## src/rtl/ultrasonic_ranger.sv

```systemverilog
// HC-SR04-class ranging controller: trigger generation, echo synchronisation and
// echo pulse-width measurement in prescaled ticks, with timeout and hold-off.
module ultrasonic_ranger #(
    parameter int TICK_DIV      = 50,
    parameter int WIDTH         = 16,
    parameter int TRIG_TICKS    = 10,
    parameter int TIMEOUT_TICKS = 30000,
    parameter int HOLDOFF_TICKS = 60000
) (
    input  logic             clk,
    input  logic             reset,
    input  logic             start,
    input  logic             auto_en,
    input  logic             echo,
    output logic             trig,
    output logic             busy,
    output logic [WIDTH-1:0] width,
    output logic             valid,
    output logic             timeout
);

    localparam int PW = $clog2(TICK_DIV);
    localparam logic [PW-1:0]    PRESC_LAST   = PW'(TICK_DIV - 1);
    localparam logic [WIDTH-1:0] TRIG_LAST    = WIDTH'(TRIG_TICKS - 1);
    localparam logic [WIDTH-1:0] HOLD_LAST    = WIDTH'(HOLDOFF_TICKS - 1);
    localparam logic [WIDTH-1:0] TIMEOUT_CNT  = WIDTH'(TIMEOUT_TICKS);

    typedef enum logic [2:0] {
        IDLE,
        TRIG,
        WAIT_RISE,
        MEASURE,
        RESULT,
        HOLDOFF
    } state_t;

    state_t           state, state_nxt;
    logic [PW-1:0]    presc;
    logic [WIDTH-1:0] cnt;
    logic [WIDTH-1:0] cnt_inc;
    logic             tick;
    logic             echo_meta, echo_sync, echo_prev;
    logic             rise, fall;
    logic             res_load;
    logic [WIDTH-1:0] res_width;
    logic             res_timeout;

    assign tick    = (presc == PRESC_LAST);
    assign cnt_inc = cnt + WIDTH'(tick);
    assign rise    = echo_sync & ~echo_prev;
    assign fall    = ~echo_sync & echo_prev;

    always_comb begin
        // NOTE: every output of this block gets a default first, so no path infers a latch.
        state_nxt   = state;
        res_load    = 1'b0;
        res_width   = '0;
        res_timeout = 1'b0;
        case (state)
            IDLE:      if (start || auto_en) state_nxt = TRIG;
            TRIG:      if (tick && cnt == TRIG_LAST) state_nxt = WAIT_RISE;
            WAIT_RISE: begin
                if (rise) begin
                    state_nxt = MEASURE;
                end else if (cnt == TIMEOUT_CNT) begin
                    state_nxt   = RESULT;
                    res_load    = 1'b1;
                    res_timeout = 1'b1;
                end
            end
            MEASURE: begin
                // cnt_inc folds in a tick landing on the same edge as the fall
                if (fall) begin
                    state_nxt = RESULT;
                    res_load  = 1'b1;
                    res_width = cnt_inc;
                end else if (cnt == TIMEOUT_CNT) begin
                    state_nxt   = RESULT;
                    res_load    = 1'b1;
                    res_width   = TIMEOUT_CNT;
                    res_timeout = 1'b1;
                end
            end
            RESULT:    state_nxt = HOLDOFF;
            HOLDOFF:   if (tick && cnt == HOLD_LAST) state_nxt = IDLE;
            default:   state_nxt = IDLE;
        endcase
    end

    always_ff @(posedge clk or negedge reset) begin
        if (!reset) begin
            state     <= IDLE;
            presc     <= '0;
            cnt       <= '0;
            echo_meta <= 1'b0;
            echo_sync <= 1'b0;
            echo_prev <= 1'b0;
            trig      <= 1'b0;
            busy      <= 1'b0;
            valid     <= 1'b0;
            width     <= '0;
            timeout   <= 1'b0;
        end else begin
            // NOTE: non-blocking throughout, so every flop samples pre-edge values.
            state     <= state_nxt;
            echo_meta <= echo;
            echo_sync <= echo_meta;
            echo_prev <= echo_sync;
            // restarting timebase on each state change keeps durations exact tick multiples
            if (state_nxt != state) begin
                presc <= '0;
                cnt   <= '0;
            end else begin
                presc <= tick ? '0 : presc + 1'b1;
                cnt   <= cnt_inc;
            end
            trig  <= (state_nxt == TRIG);
            busy  <= (state_nxt != IDLE);
            valid <= res_load;
            if (res_load) begin
                width   <= res_width;
                timeout <= res_timeout;
            end
        end
    end

endmodule

```

## config.mk

```make
export PLATFORM = sky130hd
export DESIGN_NAME = ultrasonic_ranger
export DESIGN_NICKNAME = d
export VERILOG_FILES = /design/src/rtl/ultrasonic_ranger.sv
export SDC_FILE = /design/constraint.sdc
export NUM_CORES = 1
export LEC_CHECK = 0
export CAP_MARGIN = 20
export CORE_MARGIN = 3
export CORE_UTILIZATION = 35
export CTS_CLUSTER_SIZE = 12
export DETAILED_ROUTE_END_ITERATION = 8
export GPL_TIMING_DRIVEN = 1
export SYNTH_ARGS = -nofsm -noshare
export SYNTH_HDL_FRONTEND = slang
export SYNTH_SLANG_ARGS = --single-unit
```

## constraint.sdc

```tcl
create_clock -name clk -period 4.6 [get_ports clk]
set_input_delay 0.46 -clock clk [delete_from_list [all_inputs] [get_ports clk]]
set_output_delay 0.46 -clock clk [all_outputs]
set_load 0.02 [all_outputs]
```

==> results.py, run 1 <==
metrics = {
    "global_route": {
        "grt_overflow_total": 0,
        "grt_max_degree": 49,
        "grt_pass1_wl_um": 7980,
        "grt_pass1_vias": 1659,
        "grtUsageMet2": 0.193,
        "gr-usage-met1": 0.202,
        "antenna_found_initial": 0,
        "use_met3": 0.0323,
        "track_usage": 0.134,
        "busiest_layer": "met1",
    },
    "worst_setup_path": {
        "cp.required_ns": 4.79,
        "worstSetupPathType": "flop to flop",
        "cpPeakStageDelay_ns": 0.46,
        "worstSetupEndpointType": "flop",
        "r2r_end": "width[14]$_DFFE_PN0P_",
        "cp_slowest_cell": "nor2_1",
        "r2r-start": "presc[1]$_DFF_PN0_",
        "r2r_cells": 11,
        "crit_chain": "inv_1, ha_1, nand4b_1, nor2_1, ha_1, ha_1, nand2_1, nor3_1, nand4_1, xnor2_1, a221o_1",
        "worstPathArrival_ns": 3.05,
        "r2r_slack_ns": 1.74,
        "start_kind": "flop",
        "crit_top_cell": "ha_1",
        "critPathMaxFanout": 6,
    },
    "timing": {
        "fmax_mhz": 349,
        "hold-worst-slack_ns": 0.358,
        "finalSetupTns_ns": 0,
        "fin_crit_sh": 0.623,
        "finalCriticalPeriod_ns": 2.86,
        "fin_worst_skew_ns": 0.00994,
        "relSlewSlack": 0.459,
        "rsz0062_at_grt": "false",
        "finalSetupViolations": 0,
        "tightestPinTransition_ns": 0.811,
        "drv_slew": 0,
        "final-hold-violation-count": 0,
    },
    "route": {
        "dr.pass1.iters": 4,
        "wl_um": 4720,
        "via_per_inst": 5.15,
        "ant_nets": 0,
        "drt_iter0_drc": 107,
        "wl_per_cell_um": 15.1,
        "vias": 1611,
        "drc": 0,
    },
    "outcome": {
        "outcome": "completed",
    },
    "place": {
        "dp_hpwl_um": 3180,
        "placed_area_mm2": 0.00257,
        "gp_congestion": 0.834,
        "port-buffer-count": 24,
    },
    "power": {
        "powerDensity_mw_per_mm2": 365,
        "seqPwrFrac": 0.528,
        "power.leakage_nw": 1.20,
        "worst_ir_drop_vdd_mv": 0.150,
        "combinationalPowerShare": 0.163,
        "p_switching_w": 0.000277,
        "p_sw_frac": 0.280,
        "cell_internal_pwr_w": 0.000713,
        "total_power_w": 0.000990,
        "clkPwrFrac": 0.309,
    },
    "hold_path": {
        "holdPathEnd": "echo_sync$_DFF_PN0_",
        "worstHoldPathCells": 0,
        "hp-class": "flop to flop",
        "min_from": "echo_meta$_DFF_PN0_",
    },
    "synth": {
        "synth_area_leaders": "dfrtp_1 53%, nand2_1 4.3%, nor2_1 4.2%",
        "synth_xor_area_frac": 0.0739,
        "synth_simple_gate_area_frac": 0.246,
        "yosysSeqAreaShare": 0.534,
        "yosys_most_used_dff": "dfrtp_1",
        "synthArstFlopShare": 1.00,
        "ys_ff_latch": 48,
        "syn_area_mm2": 0.00225,
        "yosysTopAreaCell": "dfrtp_1",
        "syn_nets": 217,
        "ys_warn_count": 0,
        "synth_top_family_by_area": "simple AND/OR/NAND/NOR gates",
        "synthMuxAreaShare": 0,
        "synth_top_area_share": 0.534,
        "synth.distinct_cells": 36,
        "synth_compound_area_frac": 0.0995,
        "synthAdderAreaFrac": 0.0222,
        "synth_enable_flop_cells": 0,
        "synth_cells": 208,
        "synth.avg_cell_area_um2": 10.8,
    },
    "cts": {
        "path_clk_slew_ns": 0.09,
        "ctsRootBufferMaster": "clkbuf_8",
        "hold_buffers": 0,
        "cts_tree": "yes",
        "clock_latency_ns": 0.30,
        "post_cts_buffers": 0,
        "cts_buffers": 5,
        "htree_levels": 2,
        "cts_resized": 0,
        "clockBufferDepth": 2,
        "clock-sinks": 48,
    },
    "die": {
        "die_y_um": 86.2,
        "dieArea_mm2": 0.00743,
        "core_mm2": 0.00606,
        "num_rows": 28,
        "initial_utilization": 0.371,
        "ioPinCount": 25,
        "die_width_um": 86.2,
    },
    "run": {
        "drv_cap": 0,
    },
    "final_layout": {
        "final_core_util": 0.447,
        "nets": 246,
        "area_growth_pct": 20.3,
        "finish.instance_area_mm2": 0.00271,
        "drive_above_1_share": 0.0882,
        "diodes": 0,
    },
}
[power groups by stage]
stage                     logic (W)  clock network (W)  registers [W]
after floorplan            0.000125                  0       0.000519
after global routing       0.000183           0.000331       0.000531
final                      0.000161           0.000306       0.000523
after CTS                  0.000161           0.000312       0.000523
after detailed placement   0.000160                  0       0.000531
after global placement     0.000160                  0       0.000530
[worst max-delay path by stage]
stage | from | endpoint | slack (ns) | depth (start not counted)
final | presc[1]$_DFF_PN0_ | width[14]$_DFFE_PN0P_ | 1.74 | 11
after detailed placement | presc[1]$_DFF_PN0_ | width[14]$_DFFE_PN0P_ | 1.74 | 11
after floorplan | presc[1]$_DFF_PN0_ | width[14]$_DFFE_PN0P_ | 2.04 | 11
after CTS | presc[1]$_DFF_PN0_ | width[14]$_DFFE_PN0P_ | 1.72 | 11
after global routing | presc[1]$_DFF_PN0_ | width[14]$_DFFE_PN0P_ | 1.48 | 11
after global placement | presc[1]$_DFF_PN0_ | width[14]$_DFFE_PN0P_ | 1.82 | 11
[kinds of logic (layout without fill, tap and decap cells)]
group / after synthesis / count (layout)
XOR/XNOR: 19 / 19
flip-flops: 48 / 48
adder cells (fa/ha/maj): 4 / 4
AO/OA/AOI/OAI: 26 / 26
buffers and inverters: 12 / 42
AND/OR/NAND/NOR: 99 / 99
[placed cells by master (no fill, tap or decap), types with 2 or more instances in the layout]
| master | netlist | layout |
|---|---|---|
| xnor2_1 | 10 | 10 |
| nand2_1 | 26 | 26 |
| nor4_4 | 2 | 2 |
| nor4b_2 | 3 | 3 |
| clkbuf_8 | 0 | 5 |
| nand2b_1 | 3 | 3 |
| nand3_1 | 11 | 11 |
| nor2_1 | 25 | 25 |
| inv_1 | 6 | 6 |
| xor2_1 | 9 | 9 |
| nor3_1 | 5 | 4 |
| a21oi_1 | 2 | 2 |
| and3_1 | 4 | 4 |
| a31oi_1 | 2 | 2 |
| buf_4 | 0 | 2 |
| dfrtp_1 | 48 | 48 |
| nand4_1 | 3 | 3 |
| nor4b_1 | 3 | 3 |
| or3_1 | 3 | 3 |
| clkdlybuf4s50_1 | 0 | 23 |
| nand4b_1 | 3 | 3 |
| ha_1 | 4 | 4 |
| nor4_1 | 2 | 2 |
| nand3b_1 | 2 | 2 |
| a221o_1 | 7 | 7 |
| a22o_1 | 9 | 9 |
[registers in the layout, summed over array words and instances, names as in the netlist]
signal	cells
width	16
busy	1
cnt	16
trig	1
echo_meta	1
echo_sync	1
timeout	1
state	3
valid	1
echo_prev	1
presc	6
[metal layers]
layer	wire length, µm	share of wire
met3	176	0.037
met1	2480	0.53
met5	0	0
met4	41	0.0087
met2	2020	0.43
[final cells by class]
| class | count | area, µm² |
|---|---|---|
| clock inverter | 3 | 42.5 |
| fill | 579 | 3350 |
| timing repair buffer | 28 | 280 |
| clock buffer | 5 | 68.8 |
| inverter | 6 | 22.5 |
| tap | 75 | 93.8 |
| multi-input combinational | 148 | 1000 |
| sequential | 48 | 1200 |
[metrics by stage]
| stage | setup WS [ns] | std cells |
|---|---|---|
| 5_1_grt | 1.48 | 313 |
| 2_1_floorplan | 2.04 | 208 |
| 3_3_place_gp | 1.82 | 303 |
| 3_5_place_dp | 1.74 | 303 |
| 6_report | 1.74 | 313 |
| 4_1_cts | 1.72 | 311 |
[worst max-delay path, delay by kind of cell, from the launching register on]
family / cells / cell delay (ns)
xor+xnor: 1 / 0.16
flops: 1 / 0.41
compound gates: 1 / 0.29
fa+ha+maj: 3 / 0.67
buf+inv: 1 / 0.06
simple gates: 5 / 1.16
[cell usage after synthesis (2+ instances only)]
| cell | number |
|---|---|
| dfrtp_1 | 48 |
| nand2_1 | 26 |
| nor2_1 | 25 |
| nand3_1 | 11 |
| xnor2_1 | 10 |
| a22o_1 | 9 |
| xor2_1 | 9 |
| a221o_1 | 7 |
| inv_1 | 6 |
| nor3_1 | 5 |
| and3_1 | 4 |
| ha_1 | 4 |
| clkbuf_1 | 3 |
| nand2b_1 | 3 |
| nand4_1 | 3 |
| nand4b_1 | 3 |
| nor4b_1 | 3 |
| nor4b_2 | 3 |
| or3_1 | 3 |
| a21oi_1 | 2 |
| a31oi_1 | 2 |
| buf_2 | 2 |
| nand3b_1 | 2 |
| nor4_1 | 2 |
| nor4_4 | 2 |
(Power assumes the default switching activity.)
==> run 2, diff against run 1 <==
==> constraint.sdc (replaced) <==
create_clock -name clk -period 2.7 [get_ports clk]
set_input_delay 0.27 -clock clk [delete_from_list [all_inputs] [get_ports clk]]
set_output_delay 0.27 -clock clk [all_outputs]
set_load 0.02 [all_outputs]
==> run 2 against run 1 <==
Effect of this change: critical path type unchanged; sequential power is 70% higher; setup slack worse by 1.5 ns; worst hold slack worse by 0.023 ns; sequential share of layout area is 1.9 points lower; final cell count is 3.8% higher; maximum frequency is 14% higher; wire length is 1.9% higher; register-to-register slack worse by 1.5 ns; non-clock buffer count is 12 higher; utilization is 2.0 points higher; critical path depth is 4 lower; via count is 4.5% higher.
==> results.py, run 2 (synthesized netlist as in run 1, its figures left out) <==
metrics = {
    "worst_setup_path": {
        "critPathMaxFanout": 6,
        "cp.required_ns": 2.91,
        "worstSetupPathType": "flop to flop",
        "start_kind": "flop",
        "worstPathArrival_ns": 2.73,
        "worstSetupEndpointType": "flop",
        "r2r-start": "cnt[11]$_DFF_PN0_",
        "crit_start": "cnt[11]$_DFF_PN0_",
    },
    "cts": {
        "cts_tree": "yes",
        "post_cts_buffers": 0,
        "cts_buffers": 5,
        "clockBufferDepth": 2,
        "path_clk_slew_ns": 0.09,
        "htree_levels": 2,
        "ctsRootBufferMaster": "clkbuf_8",
        "clock_latency_ns": 0.31,
        "clock-sinks": 48,
    },
    "route": {
        "drt_iter0_drc": 117,
        "vias": 1683,
        "dr.pass1.iters": 4,
        "wl_um": 4810,
        "ant_nets": 0,
        "drc": 0,
        "wl_per_cell_um": 14.8,
        "via_per_inst": 5.18,
    },
    "timing": {
        "fin_worst_skew_ns": 0.00868,
        "layout_setup_ws_ns": 0.188,
        "fmax_mhz": 398,
        "rsz0062_at_grt": "false",
        "finalSetupViolations": 0,
        "tightestPinTransition_ns": 0.575,
        "relSlewSlack": 0.614,
        "finalCriticalPeriod_ns": 2.51,
        "drv_slew": 0,
        "fin_crit_sh": 0.930,
        "final-hold-violation-count": 0,
        "finalSetupTns_ns": 0,
    },
    "final_layout": {
        "final_core_util": 0.467,
        "layout_commonest_cell": "dfrtp_1",
        "nFillCells": 573,
        "drive_above_1_share": 0.148,
        "nets": 258,
        "seq_area_mm2": 0.00120,
        "multiInputGateArea_mm2": 0.00104,
        "diodes": 0,
        "final_cell_mix": "48 x dfrtp_1, 26 x nand2_1, 25 x nor2_1",
        "reg.largest.list": "cnt x16, width x16, presc x6",
        "area_growth_pct": 25.7,
    },
    "power": {
        "combinationalPowerShare": 0.187,
        "power.leakage_nw": 1.27,
        "p_sw_frac": 0.300,
        "clkPwrFrac": 0.265,
        "worst_ir_drop_vdd_mv": 0.302,
        "powerDensity_mw_per_mm2": 573,
        "p_switching_w": 0.000487,
        "seqPwrFrac": 0.548,
        "cell_internal_pwr_w": 0.00113,
    },
    "global_route": {
        "track_usage": 0.143,
        "antenna_found_initial": 0,
        "grt_overflow_total": 0,
        "grt_pass1_wl_um": 8340,
        "grt_max_degree": 49,
        "grt_pass1_vias": 1685,
    },
    "die": {
        "die_y_um": 86.2,
        "num_rows": 28,
        "core_mm2": 0.00606,
        "die_width_um": 86.2,
        "initial_utilization": 0.371,
        "ioPinCount": 25,
        "dieArea_mm2": 0.00743,
    },
    "run": {
        "drv_cap": 0,
    },
    "hold_path": {
        "hp-class": "input pin to async pin",
    },
    "place": {
        "dp_hpwl_um": 3350,
        "port-buffer-count": 24,
        "gp_congestion": 0.800,
        "post-place-ws_ns": 0.0574,
    },
    "outcome": {
        "outcome": "completed",
    },
}
run 2: changes by cell type in the layout (fill, tap and decap cells not counted), sizes merged:
cell      delta
buf         +12
clkinv       +2
bufinv       -1
clkinvlp     -1
run 2: final timing paths:
check                                        to  slack (ns)  depth (start not counted)
max in group asynchronous  width[4]$_DFFE_PN0P_        1.89                          3
min in group clk            echo_sync$_DFF_PN0_        0.36                          0
min reg2reg                 echo_sync$_DFF_PN0_        0.36                          0
max                          presc[1]$_DFF_PN0_        0.19                          7
min                          presc[2]$_DFF_PN0_        0.33                          2
max reg2reg                  presc[1]$_DFF_PN0_        0.19                          7
run 2: routing by layer:
layer,track usage,vias to the layer above,share of wire
met5,0,-,0
met4,0.0425,0,0.016
met3,0.0361,8,0.040
met2,0.211,34,0.44
met1,0.207,813,0.51
li1,-,828,-
run 2: final cells by class:
type / instances / share of cell area
Timing Repair Buffer: 40 / 0.135
Clock buffer: 5 / 0.0243
Multi-Input combinational cell: 148 / 0.368
Tap cell: 75 / 0.0332
Clock inverter: 3 / 0.00663
Sequential cell: 48 / 0.425
Inverter: 6 / 0.00796
run 2: power groups by stage:
stage          Clock (W)  Sequential [W]  Combinational [W]
3_5_place_dp           0        0.000899           0.000298
5_1_grt         0.000474        0.000897           0.000344
3_3_place_gp           0        0.000898           0.000295
4_1_cts         0.000445        0.000886           0.000299
6_report        0.000430        0.000888           0.000303
2_1_floorplan          0        0.000884           0.000213
run 2: per-stage QoR:
stage | instances | hold WS (ns) | cell area (µm²) | power, W
2_1_floorplan | 208 | -0.0256 | 2250 | 0.00110
3_3_place_gp | 315 | 0.338 | 2670 | 0.00119
3_5_place_dp | 315 | 0.335 | 2670 | 0.00120
4_1_cts | 323 | 0.192 | 2760 | 0.00163
5_1_grt | 325 | 0.356 | 2830 | 0.00172
6_report | 325 | 0.335 | 2830 | 0.00162
run 2: what timing repair did:
action | in CTS | in global routing
hold endpoints to repair | 0 | 6
resized for setup | 0 | 6
hold buffers | 0 | 1
endpoints found under the setup margin | 0 | 29
run 2: worst max-delay path, cell delays in order (launching register included):
cell	delay, ns
dfrtp_1	0.44
or4_1	0.62
nor2_1	0.25
a31oi_2	0.16
nor4_4	0.35
xnor2_2	0.19
buf_4	0.19
nor4b_2	0.21
==> run 3, diff against run 2 <==
--- a/config.mk
+++ b/config.mk
@@ -8,6 +8,7 @@
 export CAP_MARGIN = 20
 export CORE_MARGIN = 3
 export CORE_UTILIZATION = 35
+export CTS_BUF_LIST = sky130_fd_sc_hd__clkbuf_2 sky130_fd_sc_hd__clkbuf_4 sky130_fd_sc_hd__clkbuf_8
 export CTS_CLUSTER_SIZE = 12
 export DETAILED_ROUTE_END_ITERATION = 8
 export GPL_TIMING_DRIVEN = 1
==> results of run 3 <==
Same layout as run 2: the final DEF is identical, and so are final timing and power.
